### config.mk
export PLATFORM = sky130hd
export DESIGN_NAME = mio_arbiter
export DESIGN_NICKNAME = d
export VERILOG_FILES = /design/src/rtl/mio_pkg.sv /design/src/rtl/mio_rr_pick.sv /design/src/rtl/mio_arbiter.sv
export SDC_FILE = /design/constraint.sdc
export NUM_CORES = 1
export LEC_CHECK = 0
export BUFFER_PORTS_ARGS = -buffer_cell sky130_fd_sc_hd__buf_4
export CAP_MARGIN = 15
export CORE_AREA = 2 2 118 120
export CTS_CLUSTER_SIZE = 24
export DETAILED_ROUTE_END_ITERATION = 6
export DIE_AREA = 0 0 120 122
export PLACE_DENSITY_LB_ADDON = 0.15
export SLEW_MARGIN = 20
export SYNTH_ARGS = -nofsm -noshare
export SYNTH_HDL_FRONTEND = slang
export SYNTH_HIERARCHICAL = 1
export SYNTH_SLANG_ARGS = --single-unit
### constraint.sdc
create_clock -name clk -period 4 [get_ports clk]
set_input_delay 0.2 -clock clk [delete_from_list [all_inputs] [get_ports clk]]
set_output_delay 0.2 -clock clk [all_outputs]
set_load 0.05 [all_outputs]
### src/rtl/mio_pkg.sv
// Shared definitions for the memory/IO bus slice: arbiter FSM state, master
// index type, debug view of the arbiter, and the bus address map.
package mio_pkg;

  typedef enum logic [1:0] {
    ARB_IDLE = 2'd0,
    ARB_OWN0 = 2'd1,
    ARB_OWN1 = 2'd2
  } arb_state_e;

  typedef logic mio_idx_t;

  localparam logic [31:0] MIO_RAM_BASE    = 32'h0000_0000;
  localparam logic [31:0] MIO_VRAM_BASE   = 32'h0000_0800;
  localparam logic [31:0] MIO_CURSOR_BASE = 32'h0000_1000;

  localparam int unsigned HOLD_W = 4;

  typedef struct packed {
    arb_state_e       state;
    logic             ack_cyc;
    logic [HOLD_W-1:0] hold_cnt;
    mio_idx_t         last_owner;
  } arb_dbg_t;

  function automatic arb_state_e own_state(mio_idx_t idx);
    return idx ? ARB_OWN1 : ARB_OWN0;
  endfunction

endpackage

### src/rtl/mio_rr_pick.sv
// Two-way round-robin selector: a lone requester wins; on a tie the master
// that did not own the bus last wins.
module mio_rr_pick
  import mio_pkg::*;
(
  input  logic [1:0] req,
  input  mio_idx_t   last_owner,
  output mio_idx_t   grant_idx,
  output logic       grant_valid
);

  always_comb begin
    grant_valid = |req;
    case (req)
      2'b01:   grant_idx = 1'b0;
      2'b10:   grant_idx = 1'b1;
      2'b11:   grant_idx = ~last_owner;
      default: grant_idx = last_owner;
    endcase
  end

endmodule

### src/rtl/mio_arbiter.sv
// Two-master arbiter in front of mio_bus: one transaction at a time, each
// taking an access cycle (strobe) followed by an ack cycle (no strobe).
module mio_arbiter
  import mio_pkg::*;
#(
  parameter int MAX_HOLD = 4,
  parameter int AW       = 32,
  parameter int DW       = 32
) (
  input  logic          clk,
  input  logic          rst_n,
  input  logic          m0_req,
  input  logic          m0_we,
  input  logic [AW-1:0] m0_addr,
  input  logic [DW-1:0] m0_wdata,
  output logic [DW-1:0] m0_rdata,
  output logic          m0_ack,
  input  logic          m1_req,
  input  logic          m1_we,
  input  logic [AW-1:0] m1_addr,
  input  logic [DW-1:0] m1_wdata,
  output logic [DW-1:0] m1_rdata,
  output logic          m1_ack,
  output logic [AW-1:0] mem_a,
  output logic [DW-1:0] d_t_mem,
  input  logic [DW-1:0] d_f_mem,
  output logic          wmem,
  output logic          rmem,
  output logic          owner,
  output logic          busy,
  output arb_dbg_t      dbg
);

  localparam logic [HOLD_W-1:0] HOLD_MAX = HOLD_W'(MAX_HOLD);

  arb_state_e        state;
  logic              ack_cyc;
  logic [HOLD_W-1:0] hold_cnt;
  mio_idx_t          last_owner;
  mio_idx_t          owner_q;

  mio_idx_t grant_idx;
  logic     grant_valid;
  logic     cur;
  logic     cur_we;
  logic     cur_req;
  logic     oth_req;
  logic     access;

  // Handshake: a master raises req with stable addr/we/wdata and keeps it
  // until its one-cycle ack; during the ack cycle it may present the next
  // transaction with req still high.
  assign cur     = (state == ARB_OWN1);
  assign busy    = (state != ARB_IDLE);
  assign access  = busy && !ack_cyc;
  assign cur_we  = cur ? m1_we : m0_we;
  assign cur_req = cur ? m1_req : m0_req;
  assign oth_req = cur ? m0_req : m1_req;
  assign wmem    = access && cur_we;
  assign rmem    = access && !cur_we;
  assign owner   = owner_q;

  always_comb begin
    mem_a   = '0;
    d_t_mem = '0;
    if (busy) begin
      mem_a   = cur ? m1_addr : m0_addr;
      d_t_mem = cur ? m1_wdata : m0_wdata;
    end
  end

  assign dbg = '{state: state, ack_cyc: ack_cyc, hold_cnt: hold_cnt,
                 last_owner: last_owner};

  mio_rr_pick u_pick (
    .req        ({m1_req, m0_req}),
    .last_owner (last_owner),
    .grant_idx  (grant_idx),
    .grant_valid(grant_valid)
  );

  always_ff @(posedge clk or negedge rst_n) begin
    if (!rst_n) begin
      state      <= ARB_IDLE;
      ack_cyc    <= 1'b0;
      hold_cnt   <= '0;
      last_owner <= 1'b1;
      owner_q    <= 1'b0;
      m0_ack     <= 1'b0;
      m1_ack     <= 1'b0;
      m0_rdata   <= '0;
      m1_rdata   <= '0;
    end else begin
      m0_ack <= access && !cur;
      m1_ack <= access && cur;
      if (access && !cur_we) begin
        if (cur) m1_rdata <= d_f_mem;
        else     m0_rdata <= d_f_mem;
      end
      case (state)
        ARB_IDLE: begin
          if (grant_valid) begin
            state      <= own_state(grant_idx);
            owner_q    <= grant_idx;
            last_owner <= grant_idx;
            hold_cnt   <= HOLD_W'(1);
            ack_cyc    <= 1'b0;
          end
        end
        default: begin
          if (!ack_cyc) begin
            ack_cyc <= 1'b1;
          end else begin
            ack_cyc <= 1'b0;
            // last_owner equals the current owner here, so the picker
            // offers the other master whenever it is requesting.
            if (cur_req && oth_req && (hold_cnt < HOLD_MAX)) begin
              hold_cnt <= hold_cnt + HOLD_W'(1);
            end else if (grant_valid && (grant_idx == cur)) begin
              if (hold_cnt < HOLD_MAX) hold_cnt <= hold_cnt + HOLD_W'(1);
            end else if (grant_valid) begin
              state      <= own_state(grant_idx);
              owner_q    <= grant_idx;
              last_owner <= grant_idx;
              hold_cnt   <= HOLD_W'(1);
            end else begin
              state <= ARB_IDLE;
            end
          end
        end
      endcase
    end
  end

endmodule

# ---- Word level (Yosys, flattened, before mapping)
# Index checks and enable logic that the tools add are counted.
dict set report totals {
  reg_bits 75
  word_cells 76
}
dict set report op_classes {
  addsub 1
  order_cmp 1
  bitwise 2
  eq_ne 9
  muxes 34
  n_reduce_logical 20
}
# op n
set ops {}
lappend ops {{$mux W32} 4}
lappend ops {{$mux W4} 6}
lappend ops {{$mux W1} 16}
lappend ops {{$mux W2} 7}
lappend ops {{$logic_and A1 B1 Y1} 8}
lappend ops {{$eq A2 B2 Y1 const B} 3}
lappend ops {{$reduce_and A2 Y1} 3}
lappend ops {{$add A4 B1 Y4 const B} 1}
lappend ops {{$lt A4 B3 Y1 const B} 1}
lappend ops {{$ne A2 B1 Y1 const B} 2}
lappend ops {{$ne A4 B3 Y1 const B} 1}
lappend ops {{$reduce_and A4 Y1} 1}
lappend ops {{$reduce_bool A2 Y1} 2}
lappend ops {{$logic_not A1 Y1} 3}
lappend ops {{$pmux W1 S3} 1}
lappend ops {{$reduce_and A3 Y1} 1}
lappend ops {{$eq A2 B1 Y1 const B} 1}
lappend ops {{$logic_not A2 Y1} 1}
lappend ops {{$ne A2 B2 Y1 const B} 1}
lappend ops {{$not A1 Y1} 2}
lappend ops {{$reduce_or A2 Y1} 1}
lappend ops {{$eq A1 B1 Y1} 1}

# ---- Longest topological paths before layout
# Gate-level depths: netlist (run 1).
dict set report depth {
  depth_word 8
  depth_mapped 7
}

# ---- Hierarchy
# Netlist (run 1), hierarchy kept.
# module instances seq_area_each_um2 cells_each area_per_inst_um2
set by_module_without_submodules {}
lappend by_module_without_submodules {mio_arbiter 1 1878.1 276 3623.5}
lappend by_module_without_submodules {mio_rr_pick 1 0.0 3 20.0}

# ---- Worst setup path before layout (run 1)
# Ideal clock, no wire load.
dict set report synth_timing {
  kind {flip-flop to output port}
  start {register state[0]}
  end {output wmem}
  required_time_ps 3800
  n_path_buf 2
  path_stages_with_launch 5
  slack_ps 1865
  t_arrival_ps 1935
  cell_sequence {dfrtp_1 -> buf_2 -> buf_2 -> a22oi_1 -> nor2_1}
}
dict set report synth_between {
  elab_chain_cells 3
  elab_cells_between_ends 5
  cone_classes {eq/ne (1); mux (1); reduce/logical (3)}
}
# item line_no
set synth_rtl {}
lappend synth_rtl {{start, declared} mio_arbiter.sv:36} ;# arb_state_e state;
lappend synth_rtl {{start signal, assigned} mio_arbiter.sv:103} ;# state <= own_state(grant_idx);
lappend synth_rtl {{start signal, assigned} mio_arbiter.sv:122} ;# state <= own_state(grant_idx);
lappend synth_rtl {{$eq A2 B2 Y1 or $reduce_bool A2 Y1 (tied branches)} {mio_arbiter.sv:53, mio_arbiter.sv:54}}
lappend synth_rtl {{$mux W1 or $logic_and A1 B1 Y1 (tied branches)} {mio_arbiter.sv:56, mio_arbiter.sv:55}}
lappend synth_rtl {{$logic_and A1 B1 Y1 *} mio_arbiter.sv:59} ;# assign wmem = access && cur_we;
lappend synth_rtl {{end, declared} mio_arbiter.sv:27} ;# output logic wmem,
# Mark *: on every way between the ends. The rest lies on a longest branch, timed or not.

# ---- Worst setup path in the final report (run 1)
dict set report layout_timing {
  start {register state[0]}
  end {output rmem}
}
dict set report layout_between {
  elab_chain_cells 4
  elab_cells_between_ends 6
  cone_classes {eq/ne (1); mux (1); reduce/logical (4)}
}
# item line_no
set layout_rtl {}
lappend layout_rtl {{$eq A2 B2 Y1} mio_arbiter.sv:53} ;# assign cur = (state == ARB_OWN1);
lappend layout_rtl {{$mux W1} mio_arbiter.sv:56} ;# assign cur_we = cur ? m1_we : m0_we;
lappend layout_rtl {{$logic_not A1 Y1} mio_arbiter.sv:60} ;# assign rmem = access && !cur_we;
lappend layout_rtl {{$logic_and A1 B1 Y1 *} mio_arbiter.sv:60}
lappend layout_rtl {{end, declared} mio_arbiter.sv:28} ;# output logic rmem,
# Marked as above.

==> impl_metrics.ini, run 1 <==
[synthesis]
synth_xor_area_frac = 0
yosys_warnings = 6
synthMuxAreaShare = 0.207
netlist.area_leader.share = 0.508
synth_top_cells_by_area = dfrtp_1 (51%), a22o_1 (16%), mux2_2 (13%), mux2_1 (7.4%), buf_2 (1.6%)
yosys-top-cells-count = dfrtp_1 (74), a22o_1 (66), mux2_2 (42)
syn-mean-instance-area_um2 = 13.1
synth_edf_count = 0
yosysMostFrequentCell = dfrtp_1
postSynthCellCount = 279
seq_area_frac_synth = 0.515
synth_fp_nets = 446
synth_area_leader_cell = dfrtp_1
synth.distinct_cells = 33
synthAdderAreaFrac = 0.00343
synth_top_family_by_area = multiplexers
async_flop_share = 1.00
synth_compound_area_frac = 0.189
synth-seq-cells = 75
ys.flop_type = dfrtp_1
synthSimpleGateAreaFrac = 0.0416
syn_area_um2 = 3640

[sta]
worst_pin_slew_ns = 1.04
slew_viol_final = 0
fmax_ghz = 0.356
maxSlewHeadroom = 0.307
hold-worst-slack_ns = 0.0156
rsz0062_at_grt = no
tns_ns = 0
fin_crit_sh = 0.702
period_needed_ns = 2.81
setup_viol_count_final = 0
hold_viol_final = 0
finalWorstSetupSlack_ns = 1.19
fin_worst_skew_ns = 0.00355

[floorplanning]
pin_count = 308
core_um2 = 13500
die_w_um = 120
initial_core_util = 0.270
rows = 43
dieArea_um2 = 14600
die_y_um = 122

[cts]
cts_root_buffer = clkbuf_16
post_cts_buffers = 0
cts_tree = yes
clkLatencyLatePin_ns = 0.33
ctsHoldBuffers = 0
clkTransAtPathRegs_ns = 0.06
cts.htree.levels = 3
cts_made_buffers = 9
cts_resized = 0
clk_path_buf_depth = 2
cts.sinks = 75

[route]
drt_iter0_drc = 198
drt-met1-wl_um = 6070
ant_nets = 0
wl_per_cell_um = 21.0
dr_wl_met3_um = 1390
met2_wirelength_um = 8340
drc_errors = 0
viasPerCell = 4.73
drtPass1Iterations = 5
highest_layer = met4
drt_wl_total_um = 16000
via_count = 3593

[critical_path]
crit_path_cell_trace = nand2b_1 > nor2_4 > or2_2 > buf_4
end_kind = primary output
critical_path_class = flop to primary output
worstPathMaxFanout = 33
rr_worst_depth = 3
cp-start-kind = flop
crit_arrival_ns = 2.61
cp.required_ns = 3.80
cp_slowest_cell = nor2_4
cpPeakStageDelay_ns = 0.83

[grt]
grt_pass1_wl_um = 22100
gr-total-overflow = 0
grt_pass1_vias = 3552
grt_antenna_before_repair = 0
grt_max_degree = 76
grt_usage = 0.205

[placement]
post-dp-hpwl_um = 12900
dp_slack_ns = 1.50
port_buffers = 307
gp_congestion = 0.777

[min_path]
hold_path.class = primary input to async pin

[cells_and_area]
insertedDiodeCount = 0
layout-drive-gt1-share = 0.644
fill_cells = 1304
final_nets = 742
syn_to_final_growth_pct = 74.6

[run]
drv_cap = 0

[outcome]
status = completed
## state kept, by name, summed over array words and instances, names as in the netlist
name	cells
m0_rdata	32
m1_rdata	32
hold_cnt	4
state	2
ack_cyc	1
last_owner	1
m0_ack	1
m1_ack	1
owner	1
## critical path: cells and delay by family (launching register included)
| kind | cells | cell delay [ns] |
|---|---|---|
| and+or+nand+nor | 3 | 1.31 |
| buffers and inverters | 1 | 0.19 |
| DFF | 1 | 0.75 |
## cells by family (layout without fill, tap and decap cells)
family,count (synthesis),after routing
buf+inv,29,329
compound gates,81,81
mux,67,67
fa+ha+maj,1,1
flops,75,75
simple gates,26,26
## layout by cell type (no fill, tap or decap), drive strengths merged, types with 3 or more instances in the layout
cell type  Yosys  layout
a21o           3       3
a22o          66      66
buf           21     310
clkbuf         4      11
dfrtp         74      74
inv            4       5
mux2          66      66
nand2          5       5
nand2b         4       4
nor2           7       7
o21ai          3       3
## metrics by stage
step / instances / area, um2 / utilization
after floorplan: 279 / 3640 / -
after global placement: 744 / 6060 / 0.449
after detailed placement: 744 / 6060 / 0.449
after CTS: 759 / 6360 / 0.471
after global routing: 759 / 6360 / 0.471
final: 759 / 6360 / 0.471
## worst paths after layout
| check | start | end | slack (ns) |
|---|---|---|---|
| min in group clk | d_f_mem[25] | m1_rdata[25] | 0.09 |
| hold reg to reg | m0_rdata[13] | m0_rdata[13] | 0.49 |
| setup reg to reg | state[0] | m0_rdata[6] | 1.61 |
| hold / removal | rst_n | m0_rdata[11] | 0.02 |
| setup / recovery | state[0] | rmem | 1.19 |
| max in group asynchronous | rst_n | state[0] | 3.31 |
## per-layer routing
metal / up-vias / global-route usage
met1: 1763 / 0.241
met4: 0 / 0.0559
li1: 1650 / -
met5: - / 0
met2: 170 / 0.362
met3: 10 / 0.0646
## cell type report
class | count | area [um2] | area share
clock inverter | 4 | 48.8 | 0.00767
sequential | 75 | 1880 | 0.295
clock buffer | 11 | 253 | 0.0397
timing repair buffer | 310 | 2330 | 0.366
tap | 180 | 225 | 0.0354
inverter | 4 | 15.0 | 0.00236
multi-input combinational | 175 | 1610 | 0.253
Power of run 1 is not shown: default switching activity piles up to over one toggle a cycle in this logic, so the estimate is an artifact.
==> run 2: changes to the inputs <==
--- a/config.mk
+++ b/config.mk
@@ -7,10 +7,10 @@
 export LEC_CHECK = 0
 export BUFFER_PORTS_ARGS = -buffer_cell sky130_fd_sc_hd__buf_4
 export CAP_MARGIN = 15
-export CORE_AREA = 2 2 118 120
+export CORE_AREA = 2 2 119 121
 export CTS_CLUSTER_SIZE = 24
 export DETAILED_ROUTE_END_ITERATION = 6
-export DIE_AREA = 0 0 120 122
+export DIE_AREA = 0 0 121 123
 export PLACE_DENSITY_LB_ADDON = 0.15
 export SLEW_MARGIN = 20
 export SYNTH_ARGS = -nofsm -noshare
==> constraint.sdc (replaced) <==
create_clock -name clk -period 2.8 [get_ports clk]
set_input_delay 0.14 -clock clk [delete_from_list [all_inputs] [get_ports clk]]
set_output_delay 0.14 -clock clk [all_outputs]
set_load 0.05 [all_outputs]
==> run 2 against run 1 <==
  * Global-route usage rose by 0.083 points
  * Utilization down 0.25 points
  * Critical path depth stayed put
  * Sequential share of layout area is 0.075 points lower
  * Register-to-register slack worse by 1.0 ns
  * Setup slack got worse by 0.66 ns
  * First-iteration DRC count down 14%
  * Cell count is 0.66% higher
  * Flip-flop and latch count did not move
  * Non-clock buffer count increased by 4
  * Design area up 0.26%
  * Via count down 0.17%
  * Critical path type unchanged
  * Largest cell class unchanged
  * Highest routed layer unchanged
==> impl_metrics.ini, run 2 (same netlist as run 1, synthesis figures left out) <==
[critical_path]
crit_arrival_ns = 2.13
r2r_slack_ns = 0.59
r2r_start = last_owner
rr_worst_depth = 5
critPathLaunch = state[0]
worstPathMaxFanout = 43
r2r-end = owner
setup.worst_path.end = mem_a[26]
cp.required_ns = 2.66
end_kind = primary output
cp-start-kind = flop
critical_path_class = flop to primary output

[sta]
worst_pin_slew_ns = 0.970
finalWorstSetupSlack_ns = 0.531
tns_ns = 0
period_needed_ns = 2.27
slew_viol_final = 0
fin_worst_skew_ns = 0.00316
hold_viol_final = 0
fin_crit_sh = 0.810
hold-worst-slack_ns = 0.0308
rsz0062_at_grt = no
setup_viol_count_final = 0
fmax_ghz = 0.441
maxSlewHeadroom = 0.354

[run]
drv_cap = 0

[cts]
post_cts_buffers = 0
cts_made_buffers = 9
cts_tree = yes
cts_root_buffer = clkbuf_16
cts_resized = 0
cts.htree.levels = 3
cts.sinks = 75
clk_path_buf_depth = 2
ctsHoldBuffers = 1
clkLatencyLatePin_ns = 0.33
clkTransAtPathRegs_ns = 0.06

[floorplanning]
die_y_um = 123
initial_core_util = 0.268
die_w_um = 121
rows = 43
dieArea_um2 = 14900
pin_count = 308
core_um2 = 13600

[cells_and_area]
fill_cells = 1277
layout_common_cells = buf_4 (312), dfrtp_1 (73), a22o_1 (66), mux2_2 (42), mux2_1 (24)
syn_to_final_growth_pct = 75.0
multiInputGateArea_um2 = 1610
final_nets = 746
layout-drive-gt1-share = 0.642
layout_commonest_cell = buf_4
final_util = 0.468
final-seq-area_um2 = 1880
largest_registers = m0_rdata: 32 flops, m1_rdata: 32 flops, hold_cnt: 4 flops
insertedDiodeCount = 0

[outcome]
status = completed

[grt]
grt_max_degree = 76
grt_pass1_wl_um = 22500
grt_usage = 0.206
gr-total-overflow = 0
grt_pass1_vias = 3655
grt_antenna_before_repair = 0

[placement]
dp_slack_ns = 0.629
post-dp-hpwl_um = 12800
gp_congestion = 0.840
port_buffers = 307

[min_path]
hold_path.class = primary input to flop
hold_depth = 2

[route]
drt_iter0_drc = 171
ant_nets = 0
drt_wl_total_um = 16000
via_count = 3587
viasPerCell = 4.70
wl_per_cell_um = 21.0
drtPass1Iterations = 4
drc_errors = 0
-- run 2: changes by cell type in the layout (fill, tap and decap cells not counted) --
cell           previous run  this run
buf_12                    0         1
clkbuf_8                  2         1
inv_6                     1         0
buf_4                   310       312
clkinv_4                  0         1
bufinv_16                 1         0
dlygate4sd3_1             0         1
clkbuf_1                  0         2
clkinvlp_4                0         1
-- run 2: cell type report --
| class | count | share of cell area |
|---|---|---|
| timing repair buffer | 314 | 0.372 |
| sequential | 75 | 0.295 |
| multi-input combinational | 175 | 0.253 |
| clock buffer | 12 | 0.0387 |
| tap | 180 | 0.0353 |
| clock inverter | 4 | 0.00412 |
| inverter | 4 | 0.00235 |
-- run 2: metal layers --
metal | GRT usage | up-vias | part of all wire | routed length [um]
li1 | - | 1664 | - | -
met1 | 0.280 | 1728 | 0.43 | 6930
met2 | 0.311 | 181 | 0.46 | 7350
met3 | 0.0729 | 14 | 0.094 | 1500
met4 | 0.0567 | 0 | 0.015 | 245
met5 | 0 | - | 0 | 0
-- run 2: worst min-delay path by stage --
| stage | end | slack (ns) | from |
|---|---|---|---|
| after floorplan | ack_cyc | -0.16 | rst_n |
| after global placement | m0_rdata[30] | 0.34 | rst_n |
| after detailed placement | m0_rdata[28] | 0.36 | rst_n |
| after CTS | m0_rdata[2] | 0.02 | d_f_mem[2] |
| after global routing | m0_rdata[22] | 0.02 | d_f_mem[22] |
| final | m0_rdata[2] | 0.03 | d_f_mem[2] |
-- run 2: through the flow --
step | cell area [um2] | std cells
CTS | 6380 | 764
finish | 6380 | 764
detailed placement | 6090 | 747
global placement | 6090 | 747
global route | 6380 | 764
floorplan | 3640 | 279
-- run 2: worst max-delay path, stage by stage (launching register included) --
cell,delay [ns]
dfrtp_2,0.50
buf_4,0.33
buf_4,0.43
a22o_1,0.27
buf_4,0.24
Power of run 2 is left out for the same reason.
